### src/rtl/scheduler_pkg.sv
// rtl/scheduler_pkg.sv - shared scheduler types, counter width and saturating increment
package scheduler_pkg;

  typedef enum logic {
    S_IDLE = 1'b0,
    S_SEND = 1'b1
  } state_t;

  localparam int CNT_W = 16;

  function automatic logic [CNT_W-1:0] sat_inc(input logic [CNT_W-1:0] v);
    return (v == {CNT_W{1'b1}}) ? v : v + 1'b1;
  endfunction

endpackage

### src/rtl/task_insert_arbiter_rr_picker.sv
// rtl/task_insert_arbiter_rr_picker.sv - combinational round-robin winner search
module rr_picker #(
  parameter int N_REQ = 4,
  parameter int IDW   = $clog2(N_REQ)
) (
  input  logic [N_REQ-1:0] i_req,
  input  logic [IDW-1:0]   i_ptr,
  output logic [IDW-1:0]   o_winner,
  output logic             o_any
);

  logic [N_REQ-1:0] w_rot;
  logic [IDW-1:0]   w_off;

  // Rotate so ptr lands at bit 0; N_REQ is a power of two so IDW-bit adds wrap for free.
  always_comb begin
    w_rot = '0;
    for (int k = 0; k < N_REQ; k++) begin
      logic [IDW-1:0] idx;
      idx      = IDW'(k) + i_ptr;
      w_rot[k] = i_req[idx];
    end
  end

  always_comb begin
    w_off = '0;
    for (int k = N_REQ - 1; k >= 0; k--) begin
      if (w_rot[k]) w_off = IDW'(k);
    end
  end

  assign o_winner = w_off + i_ptr;
  assign o_any    = |i_req;

endmodule

### src/rtl/task_insert_arbiter.sv
// rtl/task_insert_arbiter.sv - round-robin arbiter feeding the main-queue insertion port
module task_insert_arbiter
  import scheduler_pkg::*;
#(
  parameter int N_REQ   = 4,
  parameter int TW      = 32,
  parameter int TIMEOUT = 64,
  parameter int IDW     = $clog2(N_REQ)
) (
  input  logic                clk,
  input  logic                rst,
  input  logic [N_REQ-1:0]    req_valid,
  input  logic [N_REQ*TW-1:0] req_task,
  output logic [N_REQ-1:0]    req_ready,
  input  logic                mq_active,
  input  logic                subtract,
  output logic                ins_valid,
  output logic [TW-1:0]       ins_task,
  input  logic                ins_ready,
  output logic [IDW-1:0]      grant_id,
  output logic [CNT_W-1:0]    ins_count,
  output logic                drop
);

  localparam int WW = $clog2(TIMEOUT + 1);

  state_t           r_state;
  state_t           w_state_nxt;
  logic [IDW-1:0]   r_ptr;
  logic [TW-1:0]    r_ins_task;
  logic [IDW-1:0]   r_grant_id;
  logic [CNT_W-1:0] r_ins_count;
  logic [WW-1:0]    r_wait;

  logic             w_window;
  logic [IDW-1:0]   w_winner;
  logic             w_any;
  logic             w_accept;
  logic             w_done;
  logic             w_timeout;

  assign w_window = mq_active & ~subtract;

  rr_picker #(
    .N_REQ (N_REQ),
    .IDW   (IDW)
  ) u_picker (
    .i_req    (req_valid),
    .i_ptr    (r_ptr),
    .o_winner (w_winner),
    .o_any    (w_any)
  );

  always_comb begin
    w_state_nxt = r_state;
    req_ready   = '0;
    w_accept    = 1'b0;
    w_done      = 1'b0;
    w_timeout   = 1'b0;
    case (r_state)
      S_IDLE: begin
        if (w_window && w_any) begin
          req_ready[w_winner] = 1'b1;
          w_accept            = 1'b1;
          w_state_nxt         = S_SEND;
        end
      end
      S_SEND: begin
        // A closing window does not abort an in-flight task.
        if (ins_ready) begin
          w_done      = 1'b1;
          w_state_nxt = S_IDLE;
        end else if (r_wait == WW'(TIMEOUT - 1)) begin
          w_timeout   = 1'b1;
          w_state_nxt = S_IDLE;
        end
      end
      default: w_state_nxt = S_IDLE;
    endcase
  end

  always_ff @(posedge clk or posedge rst) begin
    if (rst) r_state <= S_IDLE;
    else     r_state <= w_state_nxt;
  end

  always_ff @(posedge clk or posedge rst) begin
    if (rst) begin
      r_ins_task <= '0;
      r_grant_id <= '0;
      r_wait     <= '0;
    end else if (w_accept) begin
      r_ins_task <= req_task[w_winner*TW +: TW];
      r_grant_id <= w_winner;
      r_wait     <= '0;
    end else if (r_state == S_SEND && !w_done && !w_timeout) begin
      r_wait <= r_wait + 1'b1;
    end
  end

  always_ff @(posedge clk or posedge rst) begin
    if (rst) begin
      r_ptr <= '0;
    end else if (w_done || w_timeout) begin
      r_ptr <= r_grant_id + 1'b1;
    end
  end

  // The period boundary wins over a completion landing in the same cycle.
  always_ff @(posedge clk or posedge rst) begin
    if (rst) begin
      r_ins_count <= '0;
    end else if (subtract) begin
      r_ins_count <= '0;
    end else if (w_done) begin
      r_ins_count <= sat_inc(r_ins_count);
    end
  end

  assign ins_valid = (r_state == S_SEND);
  assign ins_task  = r_ins_task;
  assign grant_id  = r_grant_id;
  assign ins_count = r_ins_count;
  assign drop      = w_timeout;

endmodule

### config.mk
export PLATFORM = sky130hd
export DESIGN_NAME = task_insert_arbiter
export DESIGN_NICKNAME = d
export VERILOG_FILES = /design/src/rtl/scheduler_pkg.sv /design/src/rtl/task_insert_arbiter_rr_picker.sv /design/src/rtl/task_insert_arbiter.sv
export SDC_FILE = /design/constraint.sdc
export NUM_CORES = 1
export LEC_CHECK = 0
export CORE_ASPECT_RATIO = 1.4
export CORE_MARGIN = 4
export CORE_UTILIZATION = 30
export DETAILED_ROUTE_END_ITERATION = 6
export PLACE_DENSITY_LB_ADDON = 0.1
export SYNTH_ARGS = -nofsm -noshare
export SYNTH_HDL_FRONTEND = slang
export SYNTH_SLANG_ARGS = --single-unit
### constraint.sdc
create_clock -name clk -period 3.6 [get_ports clk]
set_clock_uncertainty 0.2 [all_clocks]
set_input_delay 0.72 -clock clk [delete_from_list [all_inputs] [get_ports clk]]
set_output_delay 0.72 -clock clk [all_outputs]
set_load 0.01 [all_outputs]
# Word level (Yosys, flattened, before mapping)
# Cells that the tools add are included.
[totals] output_inout_bits=56 in_bits=137 register_bits=60
[op_classes] bitwise_logic=3 n_mux=31 reduce_logical=11 eq_ne=3 magnitude_cmp=6 n_shift=1 addsub=7
[op_table] cell="$shiftx A128 B8 Y32" n=1
[op_table] cell="$mux W16" n=3
[op_table] cell="$add A16 B1 Y16 const B" n=1
[op_table] cell="$eq A16 B16 Y1 const B" n=1
[op_table] cell="$lt A2 B3 Y1 const B" n=5
[op_table] cell="$mux W1" n=14
[op_table] cell="$mux W7" n=2
[op_table] cell="$bmux W1 S2" n=4
[op_table] cell="$mux W2" n=4
[op_table] cell="$mux W4" n=2
[op_table] cell="$add A7 B1 Y7 const B" n=1
[op_table] cell="$eq A7 B6 Y1 const B" n=1
[op_table] cell="$add A2 B2 Y2 const A" n=2
[op_table] cell="$logic_and A1 B1 Y1" n=4
[op_table] cell="$reduce_bool A2 Y1" n=2
[op_table] cell="$reduce_or A4 Y1" n=1
[op_table] cell="$add A1 B2 Y2 const A" n=1
[op_table] cell="$add A2 B1 Y2 const B" n=1
[op_table] cell="$add A2 B2 Y2" n=1
[op_table] cell="$demux W1 S2" n=1
[op_table] cell="$ge A2 B1 Y1 const B" n=1
[op_table] cell="$logic_not A1 Y1" n=2
[op_table] cell="$ne A2 B2 Y1 const B" n=1
[op_table] cell="$not A1 Y1" n=2
[op_table] cell="4 further kinds" n=4

# Logic depth before layout (Yosys ltp)
# Gate-level depths: netlist of the first run.
[depth] ltp_word=14 ltp_mapped=12 ltp_nobuf=10

# By module
# From an unflattened synthesis of the first run, not the netlist that was laid out.
[hier_totals] cells_unflattened=363 hier_area_um2=3671.0
[modules_own_cells] mod="task_insert_arbiter" area_per_inst_um2=3504.6 cells_per_inst=338 n_inst=1
[modules_own_cells] mod="rr_picker" area_per_inst_um2=166.4 cells_per_inst=25 n_inst=1

# Worst setup path before layout of the first run
# Ideal clock, no wire load.
[synth_path] path_kind="input to output" start="in req_valid[2]" end="out req_ready[1]" path_buffers=3 t_arrival_ns=2.461 stages=10 path_slack_ns=0.219 cell_sequence="nand2b_1 o22ai_1 a21oi_1 o221ai_1 ha_1 buf_2 clkbuf_1 clkbuf_1 nand2_1 nor2_1"
[synth_between] elab_chain_cells=13
[synth_lines] element="from (decl)" line_no="task_insert_arbiter.sv:12" text="input logic [N_REQ-1:0] req_valid,"
[synth_lines] element="$bmux W1 S2" line_no="task_insert_arbiter_rr_picker.sv:21" text="w_rot[k] = i_req[idx];"
[synth_lines] element="$mux W1 (not written as such)" line_no="task_insert_arbiter_rr_picker.sv:21"
[synth_lines] element="$mux W2 (3 in series)" line_no="task_insert_arbiter_rr_picker.sv:28" text="if (w_rot[k]) w_off = IDW'(k);"
[synth_lines] element="$mux W2 *" line_no="task_insert_arbiter_rr_picker.sv:28"
[synth_lines] element="$add A2 B2 Y2 *" line_no="task_insert_arbiter_rr_picker.sv:32" text="assign o_winner = w_off + i_ptr;"
[synth_lines] element="via u_picker.o_winner[0]" line_no="task_insert_arbiter_rr_picker.sv:8" text="output logic [IDW-1:0] o_winner,"
[synth_lines] element="$lt A2 B3 Y1 (not written as such) / $ge A2 B1 Y1 (equally long branches)" line_no="task_insert_arbiter.sv:63" text="req_ready[w_winner] = 1'b1;"
[synth_lines] element="$logic_and A1 B1 Y1 (not written as such)" line_no="task_insert_arbiter.sv:63"
[synth_lines] element="$mux W1 (not written as such)" line_no="task_insert_arbiter.sv:63"
[synth_lines] element="$demux W1 S2 *" line_no="task_insert_arbiter.sv:63"
[synth_lines] element="$mux W4 *" line_no="task_insert_arbiter.sv:62" text="if (w_window && w_any) begin"
[synth_lines] element="$mux W4 *" line_no="task_insert_arbiter.sv:60" text="case (r_state)"
[synth_lines] element="to (decl)" line_no="task_insert_arbiter.sv:14" text="output logic [N_REQ-1:0] req_ready,"
# Mark *: on every way through the listed nets, which the timed path passes. The rest lies on a longest branch. The select of a mux whose other input is x is not followed.

# Final worst setup path of the first run
[layout_path] start="in req_valid[0]" end="out req_ready[2]"
[layout_between] elab_chain_cells=13
[layout_lines] element="$bmux W1 S2" line_no="task_insert_arbiter_rr_picker.sv:21"
[layout_lines] element="$mux W1 (not written as such)" line_no="task_insert_arbiter_rr_picker.sv:21"
[layout_lines] element="$mux W2 (4 in series)" line_no="task_insert_arbiter_rr_picker.sv:28"
[layout_lines] element="$add A2 B2 Y2" line_no="task_insert_arbiter_rr_picker.sv:32"
[layout_lines] element="$lt A2 B3 Y1 (not written as such) / $ge A2 B1 Y1 (equally long branches)" line_no="task_insert_arbiter.sv:63"
[layout_lines] element="$logic_and A1 B1 Y1 (not written as such)" line_no="task_insert_arbiter.sv:63"
[layout_lines] element="$mux W1 (not written as such)" line_no="task_insert_arbiter.sv:63"
[layout_lines] element="$demux W1 S2" line_no="task_insert_arbiter.sv:63"
[layout_lines] element="$mux W4 *" line_no="task_insert_arbiter.sv:62"
[layout_lines] element="$mux W4 *" line_no="task_insert_arbiter.sv:60"
# Mark *: on every way between the ends. The rest lies on a longest branch, timed or not. The select of a mux whose other input is x is not followed.

==> impl_metrics.yaml, run 1 <==
timing:
  period_share: 0.943
  setup_ws_ns: 0.206
  final_max_slew_viol_count: 0
  fin_crit_ns: 3.39
  hold_viol: 0
  tns_ns: 0
  slew_headroom: 0.487
  finalSetupViolCount: 0
  fmax_mhz: 295
  tightest_slew_ns: 0.762
  rsz0062_at_grt: "no"
job:
  cap_violations: 0
setup_path:
  cp_num_buf_inv: 2
  start_kind: "input port"
  slowest_stage: "dlygate4sd2_1"
  reg2reg_depth: 12
  crit_type: "input port to output pin"
  worstPathCellList: "dlygate4sd2_1 -> nor2_1 -> nand2_1 -> a21oi_1 -> a21oi_1 -> o221ai_2 -> ha_4 -> xor2_2 -> a21oi_2 -> nor2_4 -> nor3_2 -> buf_2"
  r2r_slack_ns: 0.73
  path_delay_family: "compound AO/OA/AOI/OAI gates"
  worstPathArrival_ns: 2.47
  reg2reg_from: "r_ptr[0]$_DFFE_PP0P_"
  critPathMaxStageDelay_ns: 0.31
  r2r_end: "ins_task[11]$_DFFE_PP0P_"
  path_max_fanout: 5
  cp_data_required_time_ns: 2.68
  endpoint_kind: "output pin"
  worst_path_most_repeated_cell: "a21oi_1"
cells_and_area:
  drive_above_1_share: 0.0958
  nets: 773
  area.sequential_mm2: 0.00150
  multiInputGateArea_mm2: 0.00232
  stdcell_area_mm2: 0.00644
  synthToLayoutAreaGrowth_pct: 63.9
  fin_cells: 791
  postLayoutCoreUtil: 0.503
  nFillCells: 1213
synth:
  synth_cell_type_count: 46
  yosysWarnings: 0
  yosys.area.top_type_share: 0.382
  synthCells: 444
  async_reset_ff_frac: 1.00
  synth_edf_count: 0
  syn_area_per_cell_um2: 8.85
  syn-num-nets: 584
  synthMostInstantiatedCell: "nor2b_1"
  ys.flop_type: "dfrtp_1"
  yosys-top-cells-area: "dfrtp_1 (38%), nor2b_1 (10%), a2111oi_0 (7.1%), a221oi_1 (7.1%), o31ai_1 (6.3%)"
  syn_area_mm2: 0.00393
  synth_top_area_cell: "dfrtp_1"
  synthTopCellsByCount: "nor2b_1 (65), dfrtp_1 (60), nand2_1 (53), o31ai_1 (33)"
  yosysSeqAreaShare: 0.382
  ys_seq_elements: 60
cts:
  clock_path_buffers: 2
  clock_sinks: 60
  clk_pin_slew_ns: 0.05
  cts_tree: "done"
  cts_hold_buf: 0
  root_buffer: "clkbuf_16"
  h-tree-depth: 3
  clock_latency_ns: 0.32
  cts_inserted_buffers: 9
detailed_routing:
  via_per_inst: 5.26
  dr.pass1.iters: 4
  drt-total-wl_um: 13800
  num_vias: 4157
  wl_per_cell_um: 17.4
  drc: 0
  final_antenna_net_count: 0
  drtIter0Drc: 125
placed_design:
  pre_cts_ws_ns: -0.602
  place_inst: 775
  gp_congestion: 0.874
  place_area_mm2: 0.00608
  hpwl_um: 10300
  io_buffers: 192
pwr:
  leakage_nw: 2.50
  powerDensity_mw_per_mm2: 698
  vdd_drop_max_uv: 447
grt:
  antenna_found_initial: 1
  grtUsageTotal: 0.183
  grt_pass1_vias: 4302
  grt_max_degree: 71
  grt_pass1_wl_um: 21900
  grt-ovfl-total: 0
status:
  status: "finished, final reports clean"
floorplanning:
  pin_count: 193
  initial_utilization: 0.307
  die_h_um: 143
  die_x_um: 105
  die_area_mm2: 0.0150
  core_area_mm2: 0.0128
  rows: 49
worst_hold_path:
  hold_start: "ins_task[31]$_DFFE_PP0P_"
  hold_depth: 2
  min_path_type: "flip-flop to flip-flop"
  min_to: "ins_task[31]$_DFFE_PP0P_"
==> logic make-up (layout without fill, tap and decap cells) <==
family	after synthesis	in the layout	share of synthesized area
AND/OR/NAND/NOR	191	191	0.252
AO/OA/AOI/OAI	126	126	0.257
flip-flops	60	60	0.382
buffers and inverters	42	235	0.0497
XOR/XNOR	19	19	0.0424
adder cells (fa/ha/maj)	3	3	0.00956
multiplexers	3	3	0.00796
other	0	1	0
==> worst register-to-register path, cell delays in order, from the launching register on <==
cell and delay [ns]:
dfrtp_1 0.48, nor2_1 0.08, nand2_1 0.07, a21oi_1 0.05, a21oi_1 0.16, o221ai_2 0.15, ha_4 0.21, xor2_2 0.21
a21oi_2 0.08, buf_4 0.27, a2111oi_0 0.51, buf_4 0.19, o31ai_1 0.05
==> per-layer routing <==
layer  track usage  up-vias  wire, um
met5             0        -         0
met4        0.0705        0       320
met3        0.0490       20       996
met2         0.344      139      7110
met1         0.196     1955      5330
li1              -     2043         -
==> sequential cells by signal, indices dropped and copies added (netlist names) <==
name       cells
ins_task      32
ins_count     16
r_wait         7
grant_id       2
r_ptr          2
ins_valid      1
==> cell type report <==
class,count,area share
Timing Repair Buffer,217,0.328
Antenna cell,1,0.000389
Multi-Input combinational cell,342,0.360
Clock buffer,14,0.0425
Inverter,3,0.00175
Clock inverter,1,0.00466
Tap cell,153,0.0297
Sequential cell,60,0.233
==> metrics by stage <==
step | total power [mW] | hold WS (ns)
after floorplan | 2.56 | 0.279
after global placement | 3.57 | 0.261
after detailed placement | 3.59 | 0.265
after CTS | 4.54 | 0.277
after global routing | 4.85 | 0.299
final | 4.50 | 0.272
==> worst max path at each step <==
stage	cells past startpoint	start	end	slack (ns)
2_1_floorplan	10	req_valid[2]	req_ready[1]	0.22
3_3_place_gp	11	req_valid[3]	req_ready[3]	-0.53
3_5_place_dp	10	req_valid[3]	req_ready[2]	-0.60
4_1_cts	12	req_valid[2]	req_ready[2]	-0.03
5_1_grt	12	req_valid[0]	req_ready[2]	0.07
6_report	12	req_valid[0]	req_ready[2]	0.21
==> placed cells by master, fill, tap and decap left out, drive strengths merged, types with 2 or more instances in the layout <==
master / Yosys / final
and3: 6 / 6
o21ai: 12 / 12
nor2b: 65 / 65
ha: 3 / 3
a221oi: 32 / 32
o31ai: 33 / 33
mux2i: 2 / 2
nor3: 9 / 9
and2: 2 / 2
nand3: 9 / 9
a2111oi: 32 / 32
dlymetal6s2s: 0 / 2
buf: 13 / 28
or4: 2 / 2
xor2: 12 / 12
clkdlybuf4s50: 0 / 184
a21oi: 4 / 4
clkbuf: 26 / 14
nor2: 28 / 28
o211ai: 3 / 3
dlygate4sd2: 0 / 2
nand2b: 2 / 2
inv: 3 / 3
nor3b: 3 / 3
xnor2: 7 / 7
dfrtp: 60 / 60
nor4: 4 / 4
nand2: 53 / 53
nand4: 6 / 6
==> repair_timing <==
item / 4_1_cts / 5_1_grt
setup endpoints to repair: 4 / 4
resized for setup: 30 / 3
endpoints found under the hold margin: 0 / 0
setup buffers: 0 / 0
pin swaps: 6 / 2
==> power breakdown <==
| part | internal, mW | switching, mW |
|---|---|---|
| clock | 0.589 | 0.294 |
| combinational | 1.17 | 1.41 |
| sequential | 0.882 | 0.149 |
No activity file was read; power rests on OpenSTA's default activity.
==> inputs of run 2 (changes only) <==
--- a/config.mk
+++ b/config.mk
@@ -10,6 +10,8 @@
 export CORE_UTILIZATION = 30
 export DETAILED_ROUTE_END_ITERATION = 6
 export PLACE_DENSITY_LB_ADDON = 0.1
+export SLEW_MARGIN = 25
 export SYNTH_ARGS = -nofsm -noshare
 export SYNTH_HDL_FRONTEND = slang
+export SYNTH_HIERARCHICAL = 1
 export SYNTH_SLANG_ARGS = --single-unit
==> impl_metrics.yaml, run 2 <==
status:
  status: "finished, final reports clean"
synth:
  syn_area_mm2: 0.00367
  synth_top_area_cell: "dfrtp_1"
  synth_edf_count: 0
  yosysWarnings: 6
  synthMostInstantiatedCell: "nand2_1"
  async_reset_ff_frac: 1.00
  yosys-top-cells-area: "dfrtp_1 (41%), mux4_2 (20%), nand2_1 (12%), or4_1 (2.9%), o31ai_1 (2.5%)"
  yosysSeqAreaShare: 0.409
  ys.flop_type: "dfrtp_1"
  ys_seq_elements: 60
  synth_cell_type_count: 45
  synthCells: 363
  syn-num-nets: 503
  syn_area_per_cell_um2: 10.1
  yosys.area.top_type_share: 0.409
  synthTopCellsByCount: "nand2_1 (119), dfrtp_1 (60), mux4_2 (32), a21oi_1 (16), or4_1 (14)"
cts:
  cts_hold_buf: 0
  clock_sinks: 60
  clock_path_buffers: 2
  root_buffer: "clkbuf_16"
  cts_tree: "done"
  clk_pin_slew_ns: 0.05
  h-tree-depth: 3
  cts_inserted_buffers: 9
  clock_latency_ns: 0.32
floorplanning:
  die_x_um: 101
  die_area_mm2: 0.0141
  rows: 47
  pin_count: 193
  initial_utilization: 0.309
  core_area_mm2: 0.0119
  die_h_um: 139
cells_and_area:
  nets: 706
  largest_reg_flops: 32
  final_cell_mix: "clkdlybuf4s50_1 (184), nand2_1 (119), dfrtp_1 (60)"
  nFillCells: 1093
  layout_commonest_cell: "clkdlybuf4s50_1"
  drive_above_1_share: 0.172
  multiInputGateArea_mm2: 0.00211
  synthToLayoutAreaGrowth_pct: 69.1
  fin_cells: 718
  diodes: 0
  area.sequential_mm2: 0.00150
grt:
  grt_pass1_vias: 3795
  grt-ovfl-total: 0
  grt_pass1_wl_um: 20200
  grt_max_degree: 39
  grtUsageTotal: 0.186
  antenna_found_initial: 0
worst_hold_path:
  hold_start: "ins_task[4]$_DFFE_PP0P_"
  min_path_type: "flip-flop to flip-flop"
detailed_routing:
  drt-total-wl_um: 12500
  num_vias: 3593
  drtIter0Drc: 110
  final_antenna_net_count: 0
  dr.pass1.iters: 4
  wl_per_cell_um: 17.4
  via_per_inst: 5.00
  drc: 0
timing:
  timing.hold.ws_ns: 0.277
  slew_headroom: 0.385
  rsz0062_at_grt: "no"
  fin_crit_ns: 3.44
  final_max_slew_viol_count: 0
  finalSetupViolCount: 0
  tightest_slew_ns: 0.914
  setup_ws_ns: 0.159
  fmax_mhz: 291
  hold_viol: 0
  period_share: 0.956
  tns_ns: 0
setup_path:
  path_max_fanout: 4
  endpoint_kind: "output pin"
  path_delay_family: "buffers and inverters"
  worstPathCellList: "clkdlybuf4s15_2 -> nand2_1 -> a21oi_2 -> o2bb2ai_2 -> o21a_1 -> ha_2 -> xnor2_2 -> xnor2_2 -> buf_4 -> nand2_1 -> nor2_1 -> buf_2"
  start_kind: "input port"
  cp_num_buf_inv: 3
  cp_data_required_time_ns: 2.68
  slowest_stage: "xnor2_2"
  reg2reg_from: "r_ptr[1]$_DFFE_PP0P_"
  crit_type: "input port to output pin"
  critPathMaxStageDelay_ns: 0.26
  crit_start: "req_valid[2]"
  worstPathArrival_ns: 2.52
pwr:
  vdd_drop_max_uv: 614
  leakage_nw: 2.59
  powerDensity_mw_per_mm2: 720
placed_design:
  io_buffers: 192
  place_inst: 697
  pre_cts_ws_ns: -0.577
  gp_congestion: 0.794
  hpwl_um: 9870
job:
  cap_violations: 0
==> run 2: changes by cell type after synthesis, moves of 18 or more <==
cell	change
nand2_1	+66
nor2b_1	-60
a2111oi_0	-32
a221oi_1	-32
mux4_2	+32
o31ai_1	-21
nor2_1	-18
==> run 2: final cells by class <==
type,instances,share of cell area
multi-input cells,276,0.339
flip-flops and latches,60,0.242
clock buffers,11,0.0391
well taps,147,0.0296
clock inverters,5,0.0121
repair buffers,215,0.336
inverters,4,0.00242
==> run 2: stage by stage <==
stage	cell area (um^2)	util	total power, mW
detailed placement	5830	0.491	3.54
finish	6210	0.523	4.47
global route	6210	0.523	4.79
global placement	5830	0.491	3.52
floorplan	3670	-	2.61
CTS	6200	0.522	4.57
==> run 2: cell families after synthesis <==
kind of cell	Yosys count	share of synthesized area
simple gates	185	0.239
fa+ha+maj	3	0.0102
compound gates	45	0.0794
flops	60	0.409
buf+inv	27	0.0348
xor+xnor	5	0.0119
mux	38	0.215
==> run 2: worst paths after layout <==
kind	endpoint	slack [ns]	cells after the start
max	req_ready[2]	0.16	12
min	ins_task[4]$_DFFE_PP0P_	0.28	2
max reg2reg	ins_task[18]$_DFFE_PP0P_	0.52	13
min reg2reg	ins_task[4]$_DFFE_PP0P_	0.28	2
max in group asynchronous	ins_count[7]$_DFFE_PP0P_	1.86	3
min in group asynchronous	r_wait[5]$_DFFE_PP0P_	0.63	2
==> run 2: where the power goes <==
group	leakage (nW)	switching (mW)	total, mW	internal (mW)
logic	1.66	1.05	2.52	1.47
registers	0.778	0.158	1.04	0.882
clock network	0.159	0.295	0.916	0.620
==> run 2: what timing repair did <==
action | 4_1_cts | 5_1_grt
resized for setup | 24 | 5
pin swaps | 6 | 4
buffers inserted | 4 | 1
endpoints found under the setup margin | 4 | 4
==> run 2: worst min-delay path, cell delays in order, from the launching register on <==
cell and delay [ns]:
dfrtp_1 0.34, nand2_1 0.05, nand2_1 0.05
==> run 2: per-layer routing <==
metal / vias up / routed length [um] / GRT usage
li1: 1741 / - / -
met1: 1701 / 4520 / 0.211
met2: 145 / 6540 / 0.319
met3: 6 / 1310 / 0.0750
met4: 0 / 99 / 0.0504
met5: - / 0 / 0
